--- config.mk ---
export PLATFORM = sky130hd
export DESIGN_NAME = pipe_ctrl
export DESIGN_NICKNAME = d
export VERILOG_FILES = /design/src/rtl/pipe_ctrl.sv
export SDC_FILE = /design/constraint.sdc
export NUM_CORES = 1
export LEC_CHECK = 0
export CORE_MARGIN = 8
export CORE_UTILIZATION = 35
export CTS_CLUSTER_DIAMETER = 40
export DETAILED_ROUTE_END_ITERATION = 8
export HOLD_SLACK_MARGIN = 0.08
export PLACE_DENSITY = 0.76
export SYNTH_ARGS = -nofsm -noshare
export SYNTH_HDL_FRONTEND = slang
export SYNTH_SLANG_ARGS = --single-unit
export TNS_END_PERCENT = 50
--- constraint.sdc ---
create_clock -name clk -period 5.1 [get_ports clk]
set_input_delay 0.765 -clock clk [delete_from_list [all_inputs] [get_ports clk]]
set_output_delay 0.765 -clock clk [all_outputs]
set_load 0.02 [all_outputs]
--- src/rtl/pipe_ctrl.sv ---
// rtl/pipe_ctrl.sv - pipeline sequencer: latch valids, enables, load-use bubble, branch flush, freeze
module pipe_ctrl #(
  parameter int STAGES       = 4,
  parameter int BRANCH_STAGE = 1,
  parameter int REG_BITS     = 5,
  parameter int CNT_W        = 16
) (
  input  logic                clk,
  input  logic                reset,
  input  logic                i_fetch_valid,
  input  logic [REG_BITS-1:0] i_id_rs,
  input  logic [REG_BITS-1:0] i_id_rt,
  input  logic                i_id_uses_rs,
  input  logic                i_id_uses_rt,
  input  logic                i_ex_mem_read,
  input  logic [REG_BITS-1:0] i_ex_rt,
  input  logic                i_branch_taken,
  input  logic                i_ext_stall,
  output logic                o_pc_en,
  output logic [STAGES-1:0]   o_latch_en,
  output logic [STAGES-1:0]   o_latch_valid,
  output logic [STAGES-1:0]   o_flush,
  output logic                o_load_use_stall,
  output logic [CNT_W-1:0]    o_stall_count
);

  typedef enum logic [1:0] {
    M_RUN    = 2'd0,
    M_BUBBLE = 2'd1,
    M_FLUSH  = 2'd2,
    M_FREEZE = 2'd3
  } mode_t;

  logic [STAGES-1:0] v, v_nxt;
  logic [CNT_W-1:0]  cnt, cnt_nxt;
  logic              br, hz;
  mode_t             mode;

  assign br = i_branch_taken & v[BRANCH_STAGE];

  // register 0 is hardwired zero, so a load targeting it can never create a dependency
  assign hz = v[0] & v[1] & i_ex_mem_read & (i_ex_rt != '0) &
              ((i_id_uses_rs & (i_id_rs == i_ex_rt)) |
               (i_id_uses_rt & (i_id_rt == i_ex_rt)));

  always_comb begin
    if (i_ext_stall) mode = M_FREEZE;
    else if (br)     mode = M_FLUSH;
    else if (hz)     mode = M_BUBBLE;
    else             mode = M_RUN;
  end

  always_ff @(posedge clk or negedge reset) begin
    if (!reset) begin
      v   <= '0;
      cnt <= '0;
    end else begin
      v   <= v_nxt;
      cnt <= cnt_nxt;
    end
  end

  always_comb begin
    v_nxt   = v;
    cnt_nxt = cnt;
    case (mode)
      M_RUN:    v_nxt = {v[STAGES-2:0], i_fetch_valid};
      M_BUBBLE: begin
        v_nxt = {v[STAGES-2:1], 1'b0, v[0]};
        if (!(&cnt)) cnt_nxt = cnt + 1'b1;
      end
      M_FLUSH: begin
        for (int k = 0; k < STAGES; k++) begin
          if (k <= BRANCH_STAGE) v_nxt[k] = 1'b0;
          else                   v_nxt[k] = v[k-1];
        end
      end
      default: v_nxt = v;
    endcase
  end

  // all strobes are forced low while reset is held, independent of the clock
  always_comb begin
    o_pc_en          = 1'b0;
    o_latch_en       = '0;
    o_flush          = '0;
    o_load_use_stall = 1'b0;
    if (reset) begin
      case (mode)
        M_RUN: begin
          o_pc_en    = 1'b1;
          o_latch_en = '1;
        end
        M_BUBBLE: begin
          o_latch_en       = {{(STAGES-1){1'b1}}, 1'b0};
          o_load_use_stall = 1'b1;
        end
        M_FLUSH: begin
          o_pc_en    = 1'b1;
          o_latch_en = '1;
          for (int k = 0; k < STAGES; k++) o_flush[k] = (k <= BRANCH_STAGE);
        end
        default: ;
      endcase
    end
  end

  assign o_latch_valid = v;
  assign o_stall_count = cnt;

endmodule

After elaboration in Yosys (flattened, before gate mapping)
Index checks and enable logic that the tools add are counted.
Widths: inputs -> output; s select.
{"block": "op_classes", "add_sub_neg": 1, "mul": 0, "div": 0, "magnitude_cmp": 0, "n_eq_ne": 4, "n_shift": 0, "muxes": 12, "n_bitwise": 10, "reduce_logical": 8}
{"operator": "$add 16x1->16 const B", "count": 1}
{"operator": "$reduce_and 16->1", "count": 1}
{"operator": "$pmux 4 s3", "count": 1}
{"operator": "$eq 5x5->1", "count": 2}
{"operator": "$mux 2", "count": 4}
{"operator": "$pmux 4 s2", "count": 1}
{"operator": "$and 1x1->1", "count": 7}
{"operator": "$mux 1", "count": 5}
{"operator": "$reduce_bool 5->1", "count": 1}
{"operator": "$mux 4", "count": 1}
{"operator": "$reduce_and 2->1", "count": 2}
{"operator": "$reduce_bool 3->1", "count": 1}
{"operator": "$eq 2x1->1 const B", "count": 1}
{"operator": "$eq 2x2->1 const B", "count": 1}
{"operator": "$logic_not 2->1", "count": 1}
{"operator": "$not 1->1", "count": 2}
{"operator": "$reduce_bool 2->1", "count": 1}
{"operator": "$reduce_or 2->1", "count": 1}
{"operator": "$or 1x1->1", "count": 1}
{"block": "word_totals", "regBits": 20, "latchBits": 0, "ramBits": 0, "romBits": 0, "input_bits": 23, "output_inout_bits": 30, "elab_cells": 38, "mem_count": 0}

Longest topological paths before layout
{"block": "depth", "word_depth": 11, "depth_mapped": 9, "depth_no_buf": 9}

Worst setup path before layout
Ideal clock, no wire load.
{"block": "synth_path", "path_type": "input -> output", "startpoint": "input port reset", "endpoint": "output port o_latch_en[0]", "arrival_time_ns": 2.084, "t_required_ns": 4.335, "path_slack_ns": 2.251, "cell_stages": 3, "path_buffers": 1, "cell_sequence": "nor2b_1 a21boi_0 buf_4"}
{"block": "synth_between", "elab_chain_len": 1}
{"element": "start: declaration", "line_no": "9", "rtl": "input logic reset,"}
{"element": "$mux 4", "line_no": "88", "rtl": "if (reset) begin"}
{"element": "end: declaration", "line_no": "20", "rtl": "output logic [STAGES-1:0] o_latch_en,"}
Every way passes these cells.

Final worst setup path
{"block": "layout_path", "startpoint": "input port i_ex_rt[2]", "endpoint": "output port o_load_use_stall"}
{"block": "layout_between", "elab_chain_len": 10, "word_cells_on_any_way": 14, "classes_between": "eq/ne (3); mux (5); bitwise (5); reduce/logical (1)"}
{"element": "start: declaration", "line_no": "16", "rtl": "input logic [REG_BITS-1:0] i_ex_rt,"}
{"element": "$eq 5x5->1, on equally long branches", "line_no": "43, 44"}
{"element": "$and 1x1->1, on equally long branches", "line_no": "43, 44"}
{"element": "$or 1x1->1", "line_no": "43", "rtl": "((i_id_uses_rs & (i_id_rs == i_ex_rt)) |"}
{"element": "$and 1x1->1 *", "line_no": "42", "rtl": "assign hz = v[0] & v[1] & i_ex_mem_read & (i_ex_rt != '0) &"}
{"element": "$mux 1 *", "line_no": "49", "rtl": "else if (hz) mode = M_BUBBLE;"}
{"element": "$mux 2 *", "line_no": "48", "rtl": "else if (br) mode = M_FLUSH;"}
{"element": "$mux 2 *", "line_no": "47", "rtl": "if (i_ext_stall) mode = M_FREEZE;"}
{"element": "$eq 2x1->1 *", "line_no": "89", "rtl": "case (mode)"}
{"element": "$mux 1 *", "line_no": "89"}
{"element": "$mux 1 *", "line_no": "88"}
{"element": "end: declaration", "line_no": "23", "rtl": "output logic o_load_use_stall,"}
Mark *: on every way between the ends. The rest lies on a longest branch, timed or not.

==> results by group <==
Placement
  • Placed Cells: 210
  • Placer Congestion: 0.872
  • Count of buffers from port buffering: 50
  • Final HPWL DP: 2610 um
  • Post-place setup slack: 1.17 ns

Clock tree
  • Clock transition at the registers of the reported paths: 0.11 ns
  • CTS Hold Bufs: 0
  • Clk root buf: clkbuf_4
  • Num CTS Buffers: 3
  • CTS max path bufs: 2
  • H-tree depth: 1
  • Clock sinks: 20
  • CTS tree: yes
  • Clock latency on the worst-skew pair: 0.31 ns
  • Postcts setup bufs: 0
  • Resize count post-CTS: 0

Detailed routing
  • Drt drc: 0
  • 1st-iter DRT viols: 17
  • Vias per cell: 4.99
  • WL/cell: about 15 um
  • DRT antenna net count: 0
  • DRT Wirelength: between 3000 and 4000 um
  • First-pass DRT Iterations: 4
  • Vias: 1,067

Timing
  • Tcrit/Tclk final: just under 80%
  • Final Max Slew Viols: 0
  • Worst setup margin: 1.16 ns
  • Hold Violations, Final: 0
  • Final setup violation count: 0
  • Post-route setup TNS: 0 ns
  • Fmax: 254 MHz
  • Clock Skews: 0.00630 ns
  • RSZ-0062 raised after global routing: no
  • Tmin final: 3.94 ns

GRT
  • Largest net degree at the start of global routing: 24
  • Gr ovfl total: 0
  • Vias in the first global route: about 1,100
  • Antenna violations before repair: 0
  • Overall global routing resource usage: 11.5%
  • First-pass GRT wire length: 5170 um

Setup path
  • Crit-path max cell delay: 0.60 ns
  • Slowest CP cell: clkdlybuf4s50_1
  • Crit path capture type: output pin
  • CP Buf/Inv Count: 2
  • Top cell by count, worst path: clkdlybuf4s50_1
  • CP arrival: roughly 3.2 ns
  • Delay-heaviest family, CP: buffers and inverters
  • CP startpoint kind: input port
  • WP data required: around 4.3 ns
  • Crit-path cells: clkdlybuf4s50_1, xnor2_1, nand4_1, o22ai_1, a21o_1, ha_1, and2_1, clkdlybuf4s50_1
  • Kind of critical path: in2out
  • CP Max Fanout: 7

Synth
  • Synth Area in Compound Gates: 7.98%
  • Synthesized cell area: 1250 um^2
  • Mux cell area share after synthesis: 2.69%
  • Synth Area in Adders: 3.99%
  • Post-synth EDFFs: 0
  • Simple-gate share of the synthesized area: 22.0%
  • Netlist cell types: 33
  • Largest family of logic cells by synthesized area: simple AND/OR/NAND/NOR gates
  • Asr flop ratio synth: 100%
  • Sequential area share after synthesis: about two fifths
  • Synth Area per Inst: 10.5 um^2
  • Synth warn: 0
  • Synth Flop Type: dfrtp_1
  • Cells after Synth: 120
  • XOR/XNOR Fraction of Synth Area: between 15 and 20%
  • #FFs+latches synth: 20

Final layout
  • Share of layout cells above drive strength 1: 7.74%
  • Area delta synth->final: 43.5%
  • Commonest non-fill, non-tap cell in the layout: clkdlybuf4s50_1
  • # diodes: 0
  • Final net count: 196
  • Commonest non-fill, non-tap cells in the layout: clkdlybuf4s50_1, xnor2_1, dfrtp_1
  • Finished Layout Cells: 214

Floorplan
  • Chip height: roughly 76 um
  • FP Rows: 21
  • Top-level I/O count: 53
  • Core outline area: approximately 3400 um^2
  • Chip Width: ~76 um
  • Initial Util: between 30% and 40%
  • Die ar.: roughly 5800 um^2

Power
  • Overall Power: 490 uW
  • LEAKAGE: 0.000731 uW
  • PD cells: 272 nW/um^2
  • Peak supply drop: 0.238 mV

Outcome
  • Status: complete, no violations

Flow run
  • Number of max-cap violations: 0

Min path
  • Hold Path Class: reg2reg
==> routing by layer <==
metal	vias up	wire, um	global-route usage [%]
met5	-	0	0
met4	0	29	3.20
met3	3	472	4.87
met2	52	1430	19.4
met1	501	1380	12.7
li1	511	-	-
==> per-stage QoR <==
| step | hold WS, ns | utilization [%] | cell area [um^2] |
|---|---|---|---|
| 2_1_floorplan | 0.469 | - | 1260 |
| 3_3_place_gp | 0.477 | 52.0 | 1760 |
| 3_5_place_dp | 0.487 | 52.0 | 1760 |
| 4_1_cts | 0.502 | 53.1 | 1800 |
| 5_1_grt | 0.536 | 53.1 | 1800 |
| 6_report | 0.500 | 53.1 | 1800 |
==> cell usage after synthesis, types with 2 or more instances <==
| cell | number | area, um^2 |
|---|---|---|
| dfrtp_1 | 20 | 500 |
| xnor2_1 | 20 | 175 |
| buf_4 | 8 | 60.1 |
| nand2_1 | 7 | 26.3 |
| nand3_1 | 5 | 25.0 |
| xor2_1 | 5 | 43.8 |
| and4_1 | 4 | 35.0 |
| ha_1 | 4 | 50.1 |
| nand4_1 | 4 | 25.0 |
| o21ai_0 | 4 | 20.0 |
| and2_1 | 3 | 18.8 |
| inv_1 | 3 | 11.3 |
| mux2_2 | 3 | 33.8 |
| nor2_1 | 3 | 11.3 |
| nor3_1 | 3 | 15.0 |
| a21o_1 | 2 | 15.0 |
| a21oi_1 | 2 | 10.0 |
| nand4b_1 | 2 | 17.5 |
| nor3b_1 | 2 | 15.0 |
| nor4_1 | 2 | 12.5 |
| o211ai_1 | 2 | 15.0 |
==> power breakdown <==
| part | switching [uW] | internal (uW) |
|---|---|---|
| clock | 51.0 | 43.6 |
| sequential | 34.2 | 183 |
| combinational | 82.4 | 95.8 |
==> area by class of cell <==
| cell class | count | area [um^2] |
|---|---|---|
| Sequential cell | 20 | 500 |
| Multi-Input combinational cell | 90 | 687 |
| Clock buffer | 4 | 36.3 |
| Inverter | 3 | 11.3 |
| Tap cell | 46 | 57.6 |
| Fill cell | 298 | 1590 |
| Timing Repair Buffer | 51 | 508 |
==> worst reg2reg max path, stage by stage, from the launching register on <==
cell and delay [ns]:
dfrtp_1 0.43, nand4b_1 0.11, a21oi_1 0.27, a21o_1 0.18, ha_1 0.28, nand3_1 0.13, nor2_1 0.33, o2111ai_1 0.20
xnor2_1 0.16
==> registers in the layout, indices dropped and copies added, names as in the netlist <==
register / cells
o_stall_count: 16
o_latch_valid: 4
==> logic make-up after synthesis <==
logic type	count (synthesis)
and+or+nand+nor	41
adders and majority gates	4
xor gates and xnor gates	25
muxes	3
DFF	20
AOI/OAI and AO/OA	15
other	1
buffers and inverters	11
==> path summary, 6_finish.rpt <==
path                                            endpoint                          start  slack (ns)  cells after the start
hold reg to reg            o_stall_count[14]$_DFFE_PN0P_  o_stall_count[14]$_DFFE_PN0P_        0.50                      1
setup / recovery                        o_load_use_stall                     i_ex_rt[2]        1.16                      8
min in group asynchronous   o_stall_count[1]$_DFFE_PN0P_                          reset        0.78                      2
setup reg to reg            o_stall_count[7]$_DFFE_PN0P_   o_latch_valid[1]$_DFFE_PN0P_        2.91                      8
max in group asynchronous  o_stall_count[12]$_DFFE_PN0P_                          reset        4.10                      2
hold / removal             o_stall_count[14]$_DFFE_PN0P_  o_stall_count[14]$_DFFE_PN0P_        0.50                      1
Power figures use the tool's default switching activity.
